### config.mk
export PLATFORM = sky130hd
export DESIGN_NAME = fb_pixel_writer
export DESIGN_NICKNAME = d
export VERILOG_FILES = /design/src/rtl/fb_pixel_writer.sv
export SDC_FILE = /design/constraint.sdc
export NUM_CORES = 1
export LEC_CHECK = 0
export CAP_MARGIN = 40
export CORE_MARGIN = 4
export CORE_UTILIZATION = 45
export CTS_BUF_LIST = sky130_fd_sc_hd__clkbuf_8
export CTS_CLUSTER_SIZE = 28
export DETAILED_ROUTE_END_ITERATION = 10
export HOLD_SLACK_MARGIN = 0.06
export PLACE_DENSITY = 0.7
export SLEW_MARGIN = 15
export SYNTH_ARGS = -nofsm -noshare
export SYNTH_HDL_FRONTEND = slang
export SYNTH_SLANG_ARGS = --single-unit
### constraint.sdc
create_clock -name clkin -period 5.3 [get_ports clkin]
set_clock_uncertainty 0.2 [all_clocks]
set_input_delay 0.53 -clock clkin [delete_from_list [all_inputs] [get_ports clkin]]
set_output_delay 0.53 -clock clkin [all_outputs]
set_load 0.005 [all_outputs]
### src/rtl/fb_pixel_writer.sv
// Write-side port of the 160x120 8bpp framebuffer: buffers CPU pixel writes in a
// small FIFO, converts (x,y) to a linear address and also performs a full-screen fill.
module fb_pixel_writer #(
  parameter int H_PIX      = 160,
  parameter int V_PIX      = 120,
  parameter int ADDR_W     = 15,
  parameter int FIFO_DEPTH = 4
) (
  input  logic              clkin,
  input  logic              reset,
  input  logic              req_valid,
  output logic              req_ready,
  input  logic [7:0]        req_x,
  input  logic [6:0]        req_y,
  input  logic [7:0]        req_color,
  input  logic              clr_start,
  input  logic [7:0]        clr_color,
  output logic              clr_done,
  output logic              busy,
  output logic              err,
  input  logic              err_clr,
  output logic              fb_we,
  input  logic              fb_grant,
  output logic [ADDR_W-1:0] fb_addr,
  output logic [7:0]        fb_data
);

  localparam int PTR_W     = $clog2(FIFO_DEPTH);
  localparam int CNT_W     = PTR_W + 1;
  localparam int FILL_LAST = H_PIX * V_PIX - 1;

  typedef enum logic [1:0] {
    ST_IDLE  = 2'd0,
    ST_WRITE = 2'd1,
    ST_CLEAR = 2'd2
  } state_e;

  state_e              state_q, state_d;
  logic [PTR_W-1:0]    wr_ptr_q, wr_ptr_d, rd_ptr_q, rd_ptr_d;
  logic [CNT_W-1:0]    count_q, count_d;
  logic [ADDR_W-1:0]   fifo_addr_q [FIFO_DEPTH];
  logic [7:0]          fifo_data_q [FIFO_DEPTH];
  logic                clr_pend_q, clr_pend_d;
  logic [7:0]          clr_color_q, clr_color_d;
  logic [ADDR_W-1:0]   fill_cnt_q, fill_cnt_d;
  logic                err_q, err_d;
  logic                clr_done_q, clr_done_d;
  logic [ADDR_W-1:0]   last_addr_q, last_addr_d;
  logic [7:0]          last_data_q, last_data_d;

  logic                fifo_full_s, fifo_empty_s;
  logic                accept_s, in_range_s, push_s, pop_s;
  logic                fill_step_s, fill_last_s;
  logic [ADDR_W-1:0]   req_addr_s, src_addr_s;
  logic [7:0]          src_data_s;
  logic                we_s;

  assign fifo_full_s  = (count_q == CNT_W'(FIFO_DEPTH));
  assign fifo_empty_s = (count_q == {CNT_W{1'b0}});
  assign req_ready    = !fifo_full_s && !clr_pend_q && (state_q != ST_CLEAR);
  assign accept_s     = req_valid && req_ready;
  assign in_range_s   = (req_x < 8'(H_PIX)) && (req_y < 7'(V_PIX));
  assign push_s       = accept_s && in_range_s;
  assign pop_s        = (state_q == ST_WRITE) && fb_grant;
  assign fill_step_s  = (state_q == ST_CLEAR) && fb_grant;
  assign fill_last_s  = (fill_cnt_q == ADDR_W'(FILL_LAST));
  // y*160 + x without a multiplier: y*128 + y*32 + x
  assign req_addr_s   = ADDR_W'({req_y, 7'b0}) + ADDR_W'({req_y, 5'b0}) + ADDR_W'(req_x);

  // State register plus all datapath flops
  always_ff @(posedge clkin or negedge reset) begin
    if (!reset) begin
      state_q     <= ST_IDLE;
      wr_ptr_q    <= {PTR_W{1'b0}};
      rd_ptr_q    <= {PTR_W{1'b0}};
      count_q     <= {CNT_W{1'b0}};
      clr_pend_q  <= 1'b0;
      clr_color_q <= 8'h00;
      fill_cnt_q  <= {ADDR_W{1'b0}};
      err_q       <= 1'b0;
      clr_done_q  <= 1'b0;
      last_addr_q <= {ADDR_W{1'b0}};
      last_data_q <= 8'h00;
      for (int i = 0; i < FIFO_DEPTH; i++) begin
        fifo_addr_q[i] <= {ADDR_W{1'b0}};
        fifo_data_q[i] <= 8'h00;
      end
    end else begin
      state_q     <= state_d;
      wr_ptr_q    <= wr_ptr_d;
      rd_ptr_q    <= rd_ptr_d;
      count_q     <= count_d;
      clr_pend_q  <= clr_pend_d;
      clr_color_q <= clr_color_d;
      fill_cnt_q  <= fill_cnt_d;
      err_q       <= err_d;
      clr_done_q  <= clr_done_d;
      last_addr_q <= last_addr_d;
      last_data_q <= last_data_d;
      if (push_s) begin
        fifo_addr_q[wr_ptr_q] <= req_addr_s;
        fifo_data_q[wr_ptr_q] <= req_color;
      end
    end
  end

  // Next-state logic; a push seen in IDLE enters WRITE directly so fb_we rises one cycle after acceptance
  always_comb begin
    state_d = state_q;
    case (state_q)
      ST_IDLE: begin
        if (!fifo_empty_s || push_s) begin
          state_d = ST_WRITE;
        end else if (clr_pend_q) begin
          state_d = ST_CLEAR;
        end else begin
          state_d = ST_IDLE;
        end
      end
      ST_WRITE: begin
        if (pop_s && (count_q == CNT_W'(1)) && !push_s) begin
          state_d = ST_IDLE;
        end else begin
          state_d = ST_WRITE;
        end
      end
      ST_CLEAR: begin
        if (fill_step_s && fill_last_s) begin
          state_d = ST_IDLE;
        end else begin
          state_d = ST_CLEAR;
        end
      end
      default: state_d = ST_IDLE;
    endcase
  end

  // Output decode: write source follows the state, the held copy covers idle cycles
  always_comb begin
    we_s       = 1'b0;
    src_addr_s = last_addr_q;
    src_data_s = last_data_q;
    case (state_q)
      ST_WRITE: begin
        we_s       = 1'b1;
        src_addr_s = fifo_addr_q[rd_ptr_q];
        src_data_s = fifo_data_q[rd_ptr_q];
      end
      ST_CLEAR: begin
        we_s       = 1'b1;
        src_addr_s = fill_cnt_q;
        src_data_s = clr_color_q;
      end
      default: begin
        we_s       = 1'b0;
        src_addr_s = last_addr_q;
        src_data_s = last_data_q;
      end
    endcase
  end

  // FIFO pointers, fill counter, clear request and sticky error
  always_comb begin
    wr_ptr_d    = push_s ? wr_ptr_q + PTR_W'(1) : wr_ptr_q;
    rd_ptr_d    = pop_s  ? rd_ptr_q + PTR_W'(1) : rd_ptr_q;
    case ({push_s, pop_s})
      2'b10:   count_d = count_q + CNT_W'(1);
      2'b01:   count_d = count_q - CNT_W'(1);
      default: count_d = count_q;
    endcase

    clr_done_d  = fill_step_s && fill_last_s;
    clr_pend_d  = clr_pend_q;
    clr_color_d = clr_color_q;
    if (clr_done_d) begin
      clr_pend_d = 1'b0;
    end else if (clr_start && !clr_pend_q && (state_q != ST_CLEAR)) begin
      clr_pend_d  = 1'b1;
      clr_color_d = clr_color;
    end else begin
      clr_pend_d = clr_pend_q;
    end

    if (fill_step_s) begin
      fill_cnt_d = fill_last_s ? {ADDR_W{1'b0}} : fill_cnt_q + ADDR_W'(1);
    end else begin
      fill_cnt_d = fill_cnt_q;
    end

    if (err_clr) begin
      err_d = 1'b0;
    end else if (accept_s && !in_range_s) begin
      err_d = 1'b1;
    end else begin
      err_d = err_q;
    end

    last_addr_d = we_s ? src_addr_s : last_addr_q;
    last_data_d = we_s ? src_data_s : last_data_q;
  end

  assign fb_we    = we_s;
  assign fb_addr  = src_addr_s;
  assign fb_data  = src_data_s;
  assign clr_done = clr_done_q;
  assign err      = err_q;
  assign busy     = (state_q != ST_IDLE) || clr_pend_q || !fifo_empty_s;

endmodule

==> results of run 1 <==
-- Yosys cell counts, types with 5 or more instances --
cell / n
mux2_2: 25
nand2_1: 18
mux4_2: 23
ha_1: 27
buf_6: 8
nor2_1: 40
xor2_1: 8
dfrtp_1: 150
buf_2: 5
clkbuf_1: 15
xnor2_1: 13
mux2_4: 72
a22oi_1: 25
o21ai_0: 12
nand4_1: 5
inv_1: 11
a21oi_1: 50
nand3_1: 8
-- where the power goes --
| group | internal, mW | switching, mW |
|---|---|---|
| Combinational | 0.135 | 0.132 |
| Clock | 0.508 | 0.417 |
| Sequential | 1.18 | 0.0310 |
-- how the worst min path moves through the flow --
stage | cells after the start | slack, ns | end | startpoint
after floorplan | 0 | 0.03 | clr_color_q[0] | reset
after global placement | 2 | 0.26 | fifo_addr_q[52] | fifo_addr_q[52]
after CTS | 2 | 0.30 | fifo_addr_q[7] | fifo_addr_q[7]
after global routing | 2 | 0.21 | clr_color_q[2] | reset
final | 2 | 0.24 | clr_color_q[5] | reset
after detailed placement | 2 | 0.28 | fifo_addr_q[7] | fifo_addr_q[7]
-- sequential cells by signal (all words and copies together) (netlist names) --
register	count
fifo_addr_q	60
fifo_data_q	32
fill_cnt_q	15
last_addr_q	15
clr_color_q	8
last_data_q	8
count_q	3
rd_ptr_q	2
state_q	2
wr_ptr_q	2
clr_done	1
clr_pend_q	1
err	1
-- routing by layer --
layer / part of all wire / routed length [um] / global-route usage
met1: 0.47 / 7380 / 0.249
met2: 0.47 / 7450 / 0.281
met3: 0.045 / 713 / 0.0424
met4: 0.016 / 247 / 0.0609
met5: 0 / 0 / 0
-- layout make-up --
| type | instances | area share |
|---|---|---|
| Inverter | 11 | 0.00468 |
| Timing Repair Buffer | 72 | 0.0844 |
| Sequential cell | 150 | 0.425 |
| Clock inverter | 10 | 0.0147 |
| Clock buffer | 21 | 0.0328 |
| Antenna cell | 1 | 0.000284 |
| Tap cell | 220 | 0.0312 |
| Multi-Input combinational cell | 366 | 0.407 |
-- through the flow --
step	setup slack, ns	hold slack [ns]	cell area [um2]	power (mW)
after floorplan	2.67	0.0344	7580	1.36
after global placement	2.13	0.256	8330	1.49
after detailed placement	2.07	0.279	8360	1.50
after CTS	1.75	0.296	8790	2.43
after global routing	1.59	0.213	8820	2.52
final	1.82	0.237	8820	2.41
-- kinds of logic after synthesis --
kind of cell	count (synthesis)	share of synthesized area
compound gates	104	0.0845
flops	150	0.495
xor+xnor	21	0.0243
simple gates	91	0.0649
buf+inv	41	0.0317
fa+ha+maj	29	0.0499
mux	121	0.249
-- what timing repair did --
item | in CTS | in global routing
resized for setup | 0 | 0
hold buffers | 1 | 0
endpoints found under the hold margin | 96 | 0
==> impl_metrics.toml, run 1 <==
[status]
status = "finished, final reports clean"

[floorplan]
die_area_mm2 = 0.0190
coreArea_mm2 = 0.0165
fp-row-count = 47
die_y_um = 138
io-pin-count = 65
die_x_um = 138
start_util = 0.459

[timing]
finalCritPeriodShare = 0.657
setup_violations = 0
hold_viol = 0
tightest_slew_ns = 0.824
period_minus_slack_ns = 3.48
slew_violations = 0
finalSetupTns_ns = 0
rsz0062_at_grt = "false"
fmax_mhz = 287
maxSlewHeadroom = 0.448

[setup_path]
path_class = "reg -> out"
cp.arrival_ns = 2.75
r2r-end = "fill_cnt_q[7]"
cp_max_fo = 25
cp-end-kind = "output pin"
cp_cell_sequence = "buf_4 > mux4_2 > a22oi_1 > a21oi_1 > clkdlybuf4s50_1"
r2r_slack_ns = 2.18
cp-start-kind = "flip-flop"
r2r_cells = 8
worstPathRequired_ns = 4.57
startpoint = "rd_ptr_q[0]"
critical_path.top_delay_family = "buffers and inverters"
cpMaxStageDelayCell = "mux4_2"
r2r_start = "state_q[0]"
path_depth = 5
slowest_delay_ns = 0.64
worstSetupEndpoint = "fb_data[0]"
cp_num_buf_inv = 2

[placement]
gp_congestion = 0.826
dp_cells = 817
numPortBuffers = 64
hpwl_um = 10800

[cells_and_area]
finalNetCount = 684
final_common_cell = "dfrtp_1"
multi_input_area_mm2 = 0.00359
fillCellCount = 1375
drive_above_1_share = 0.265
seqCellArea_mm2 = 0.00375
final_cell_mix = "dfrtp_1, mux2_4, clkdlybuf4s50_1, a21oi_1, nor2_1"
final_cells = 851
utilization = 0.534
area_delta_synth_final_pct = 16.4

[logic_synthesis]
async_flop_share = 1.00
yosysTopAreaCellShare = 0.495
synth_cells = 557
ys_top_cells_by_area = "dfrtp_1, mux2_4, mux4_2"
ys_ff_latch = 150
synth_edf_count = 0
synthesis.nets = 623
seq_area_frac_synth = 0.495
ys.flop_type = "dfrtp_1"
ys_types = 47
syn_area_mm2 = 0.00758
yosysTopAreaCell = "dfrtp_1"
syn_area_per_cell_um2 = 13.6
ys.warnings.count = 0

[pwr]
powerDensity_mw_per_mm2 = 273
peakVddDrop_v = 0.000215
p_leak_nw = 4.26

[route]
wl_per_cell_um = 18.6
vias = 4627
drc = 0
drt_iter0_drc = 266
routed_wl_um = 15800
drtPass1Iterations = 4
via_per_inst = 5.44
antenna_left = 0

[cts]
cts_tree = "yes"
htreeDepth = 4
clockRootBuffer = "clkbuf_8"
clk_pin_slew_ns = 0.08
numCtsBuffers = 17
cts_setup_buffers = 0
clockBufferDepth = 2
clock_latency_ns = 0.45
clock-sinks = 150

[global_route]
grt_pass1_wl_um = 26000
grt_pass1_vias = 4858
gr-total-overflow = 0
antenna_found_initial = 1
grt_max_degree = 98
grt.total_usage = 0.180

[hold_path]
hold_path.class = "in -> async"

[job]
drv_cap = 0
(Power assumes the default switching activity.)
==> run 2, diff against run 1 <==
Clock period 5.3 ns to 3.33 ns, I/O delays scaled along.
==> run 2 against run 1 <==
Net effect: first-iteration DRC count fell by 6.4%; global-route usage rose by 0.48 points; count of clock-buffer cells in the layout did not move; non-clock buffer count rose by 6; register-to-register slack got worse by 1.7 ns; sequential power rose by 58%; cell count rose by 0.71%; critical path type unchanged; largest cell class unchanged.
==> impl_metrics.toml, run 2 (synthesis results as in run 1) <==
[status]
status = "finished, final reports clean"

[timing]
setup_violations = 0
finalSetupTns_ns = 0
hold_viol = 0
period_minus_slack_ns = 3.12
finalCritPeriodShare = 0.937
rsz0062_at_grt = "false"
tightest_slew_ns = 0.816
whs_ns = 0.202
maxSlewHeadroom = 0.454
fmax_mhz = 321
slew_violations = 0

[cts]
cts_setup_buffers = 0
numCtsBuffers = 17
htreeDepth = 4
clockBufferDepth = 2
clk_pin_slew_ns = 0.08
clock_latency_ns = 0.45
cts_tree = "yes"
clock-sinks = 150
clockRootBuffer = "clkbuf_8"

[cells_and_area]
final_cell_mix = "dfrtp_1, mux2_4, clkdlybuf4s50_1, a21oi_1, nor2_1"
finalNetCount = 690
utilization = 0.538
fillCellCount = 1355
area_delta_synth_final_pct = 17.3
regMostFlops = "fifo_addr_q"
final_common_cell = "dfrtp_1"
largest_reg_flops = 60
top_regs = "fifo_addr_q: 60 flops, fifo_data_q: 32 flops"
drive_above_1_share = 0.279
diodes = 0

[hold_path]
hold_path.class = "in -> reg"

[pwr]
pwr-share-clk = 0.391
peakVddDrop_v = 0.000292
internal_power_mw = 2.92
p_leak_nw = 4.28
swShare = 0.246
powerDensity_mw_per_mm2 = 435
comb_power_share = 0.110
switching_power_uw = 951
power_mw = 3.87
power_frac_seq = 0.500

[floorplan]
die_x_um = 138
fp-row-count = 47
die_area_mm2 = 0.0190
coreArea_mm2 = 0.0165
io-pin-count = 65
die_y_um = 138
start_util = 0.459

[route]
vias = 4656
drc = 0
antenna_left = 0
drtPass1Iterations = 4
wl_per_cell_um = 18.8
via_per_inst = 5.43
drt_iter0_drc = 249
routed_wl_um = 16100

[setup_path]
cp-end-kind = "output pin"
cp-start-kind = "flip-flop"
path_class = "reg -> out"
cp.arrival_ns = 2.59
cp_max_fo = 9
worstPathRequired_ns = 2.80

[job]
drv_cap = 0

[global_route]
grt.total_usage = 0.185
antenna_found_initial = 0
gr-total-overflow = 0
grt_pass1_vias = 4997
grt_pass1_wl_um = 26700
grt_max_degree = 80

[placement]
gp_congestion = 0.846
hpwl_um = 11300
numPortBuffers = 64
## run 2: changes by cell type in the layout (fill, tap and decap cells not counted), sizes merged
| cell | before | now |
|---|---|---|
| inv | 14 | 11 |
| clkinvlp | 2 | 4 |
| diode | 1 | 0 |
| buf | 8 | 14 |
| clkinv | 2 | 4 |
## run 2: timing repair
action | CTS | global route
hold buffers | 1 | 0
setup endpoints to repair | 0 | 16
endpoints found under the hold margin | 76 | 0
resized for setup | 0 | 2
## run 2: metal layers
metal	wire [um]	up-vias	part of all wire	track usage
li1	-	2156	-	-
met1	7210	2383	0.45	0.254
met2	7780	106	0.48	0.292
met3	950	11	0.059	0.0475
met4	183	0	0.011	0.0543
met5	0	-	0	0
## run 2: cell type report
type,count,area [um2],share of cell area
clock buffers,21,289,0.0325
clock inverters,11,148,0.0166
inverters,11,41.3,0.00464
multi-input cells,366,3600,0.405
flip-flops and latches,150,3750,0.422
well taps,220,275,0.0310
repair buffers,78,787,0.0885
## run 2: path summary, 6_finish.rpt
kind,start,end,slack (ns),depth (start not counted)
max,rd_ptr_q[0],fb_addr[12],0.21,5
min,err_clr,err,0.20,2
max reg2reg,state_q[0],count_q[2],0.45,10
min reg2reg,fifo_addr_q[52],fifo_addr_q[52],0.28,2
max in group asynchronous,reset,fifo_data_q[0],1.82,3
min in group asynchronous,reset,last_data_q[3],0.27,2
## run 2: worst max-delay path, cell delays in order (launching register included)
cell and delay, ns:
dfrtp_2 0.49, buf_4 0.26, mux4_2 0.56, a22oi_1 0.24, a21oi_1 0.11, clkdlybuf4s50_1 0.46
## run 2: stage by stage
stage	worst slack, ns	area (um2)	cells
after floorplan	0.894	7580	557
after global placement	0.358	8430	824
after detailed placement	0.256	8430	824
after CTS	0.0128	8880	857
after global routing	0.0306	8890	857
final	0.211	8890	857
## run 2: power groups by stage
| stage | logic, mW | registers (mW) | clock network [mW] |
|---|---|---|---|
| after global routing | 0.477 | 1.94 | 1.62 |
| after global placement | 0.410 | 1.97 | 0 |
| after detailed placement | 0.426 | 1.97 | 0 |
| after CTS | 0.430 | 1.93 | 1.53 |
| final | 0.425 | 1.93 | 1.51 |
| after floorplan | 0.213 | 1.96 | 0 |
==> run 3, diff against run 2 <==
Settings changed: CORE_ASPECT_RATIO from default to 0.6, GPL_TIMING_DRIVEN from default to 0.
==> run 3 against run 2 <==
Net effect: first-iteration DRC count is 40% higher; sequential power barely moved; critical path depth increased by 2; register-to-register slack gained 0.40 ns; global-route usage grew 0.93 points; sequential share of layout area fell by 0.48 points; flip-flop and latch count did not move; via count increased by 6.2%; worst hold slack improved by 0.016 ns; routed wire length up 11%; maximum frequency down 2.8%; critical path type unchanged.
==> impl_metrics.toml, run 3 (synthesis results as in run 1) <==
[setup_path]
r2r_slack_ns = 0.85
r2r_cells = 8
worstPathRequired_ns = 2.80
cp_max_fo = 10
cp.arrival_ns = 2.68
r2r_start = "state_q[0]"
cp-end-kind = "output pin"
cp-start-kind = "flip-flop"
path_class = "reg -> out"
r2r-end = "fill_cnt_q[7]"

[route]
vias = 4944
drc = 0
drtPass1Iterations = 5
via_per_inst = 5.60
drt_iter0_drc = 348
routed_wl_um = 17900
wl_per_cell_um = 20.3
antenna_left = 0

[placement]
dpl_cell_area_mm2 = 0.00854
hpwl_um = 12900
gp_congestion = 0.835
pre_cts_ws_ns = 0.214
dp_cells = 851
numPortBuffers = 64

[cells_and_area]
area_delta_synth_final_pct = 18.7
final_common_cell = "dfrtp_1"
finalNetCount = 708
utilization = 0.550
final_cell_area_mm2 = 0.00899
diodes = 0
drive_above_1_share = 0.289
largest_reg_flops = 60
final_cell_mix = "dfrtp_1, mux2_4, clkdlybuf4s50_1, a21oi_1, nor2_1"
regMostFlops = "fifo_addr_q"
top_regs = "fifo_addr_q: 60 flops, fifo_data_q: 32 flops"
final_cells = 883

[pwr]
powerDensity_mw_per_mm2 = 426
p_leak_nw = 4.33
peakVddDrop_v = 0.000292

[timing]
rsz0062_at_grt = "true"
slew_violations = 0
period_minus_slack_ns = 3.21
finalSetupTns_ns = 0
finalCritPeriodShare = 0.964
worst_slack_ns = 0.121
maxSlewHeadroom = 0.555
tightest_slew_ns = 0.663
fmax_mhz = 312
setup_violations = 0
hold_viol = 0

[global_route]
antenna_found_initial = 0
grt_max_degree = 85
grt_pass1_wl_um = 28400
grt.total_usage = 0.194
grt_pass1_vias = 5142
gr-total-overflow = 0

[cts]
numCtsBuffers = 17
clock_latency_ns = 0.45
clockBufferDepth = 2
clockRootBuffer = "clkbuf_8"
clock-sinks = 150
cts_tree = "yes"
clk_pin_slew_ns = 0.09
htreeDepth = 4

[floorplan]
start_util = 0.463
die_area_mm2 = 0.0190
die_y_um = 109
fp-row-count = 36
die_x_um = 176
io-pin-count = 65
coreArea_mm2 = 0.0164

[status]
status = "finished, final reports clean"

[hold_path]
hold_path.class = "in -> reg"
hold_start = "err_clr"
whs_endpoint = "err"
hold_path_depth = 2

[job]
drv_cap = 0
==> run 3: changes by cell type in the layout (fill, tap and decap cells not counted), sizes merged <==
cell    delta
clkbuf    +13
clkinv     -1
bufinv     -1
inv        +6
buf        +1
==> run 3: cell type report <==
type	count	area, um2
Inverter	11	41.3
Multi-Input combinational cell	366	3580
Fill cell	1300	7360
Clock inverter	15	168
Clock buffer	17	234
Timing Repair Buffer	67	691
Tap cell	228	285
Sequential cell	150	3750
Buffer	29	235
==> run 3: metal layers <==
layer | vias up | global-route usage | share of wire
met3 | 28 | 0.0444 | 0.063
met2 | 162 | 0.289 | 0.45
met5 | - | 0 | 0
li1 | 2199 | - | -
met1 | 2555 | 0.287 | 0.48
met4 | 0 | 0.0562 | 0.015
==> run 3: worst max path at each step <==
stage,startpoint,to,depth (start not counted)
6_report,state_q[0],fb_data[0],7
2_1_floorplan,req_x[7],fifo_addr_q[13],6
3_3_place_gp,reset,fifo_data_q[2],1
4_1_cts,state_q[0],fb_addr[9],7
3_5_place_dp,req_x[7],fifo_addr_q[42],9
5_1_grt,rd_ptr_q[0],fb_data[0],6
==> run 3: repair_timing <==
| action | CTS | global route |
|---|---|---|
| hold buffers | 1 | 0 |
| setup buffers | 0 | 0 |
| setup endpoints to repair | 19 | 23 |
| resized for setup | 8 | 18 |
| hold endpoints to repair | 83 | 0 |
==> run 3: metrics by stage <==
| stage | total power [mW] | hold WS, ns |
|---|---|---|
| 4_1_cts | 3.85 | 0.198 |
| 5_1_grt | 3.99 | 0.194 |
| 6_report | 3.83 | 0.218 |
| 2_1_floorplan | 2.17 | -0.163 |
| 3_3_place_gp | 2.38 | 0.260 |
| 3_5_place_dp | 2.41 | 0.173 |
==> run 3: critical path, cell delays in order, from the launching register on <==
cell	delay, ns
dfrtp_1	0.41
inv_1	0.09
ha_1	0.27
clkbuf_4	0.27
clkbuf_2	0.27
a22oi_1	0.16
a21oi_1	0.22
clkdlybuf4s50_1	0.54
==> run 3: report_power, final <==
| part | total (mW) | internal (mW) | switching, mW |
|---|---|---|---|
| logic | 0.436 | 0.216 | 0.220 |
| registers | 1.94 | 1.89 | 0.0532 |
| clock network | 1.45 | 0.683 | 0.770 |
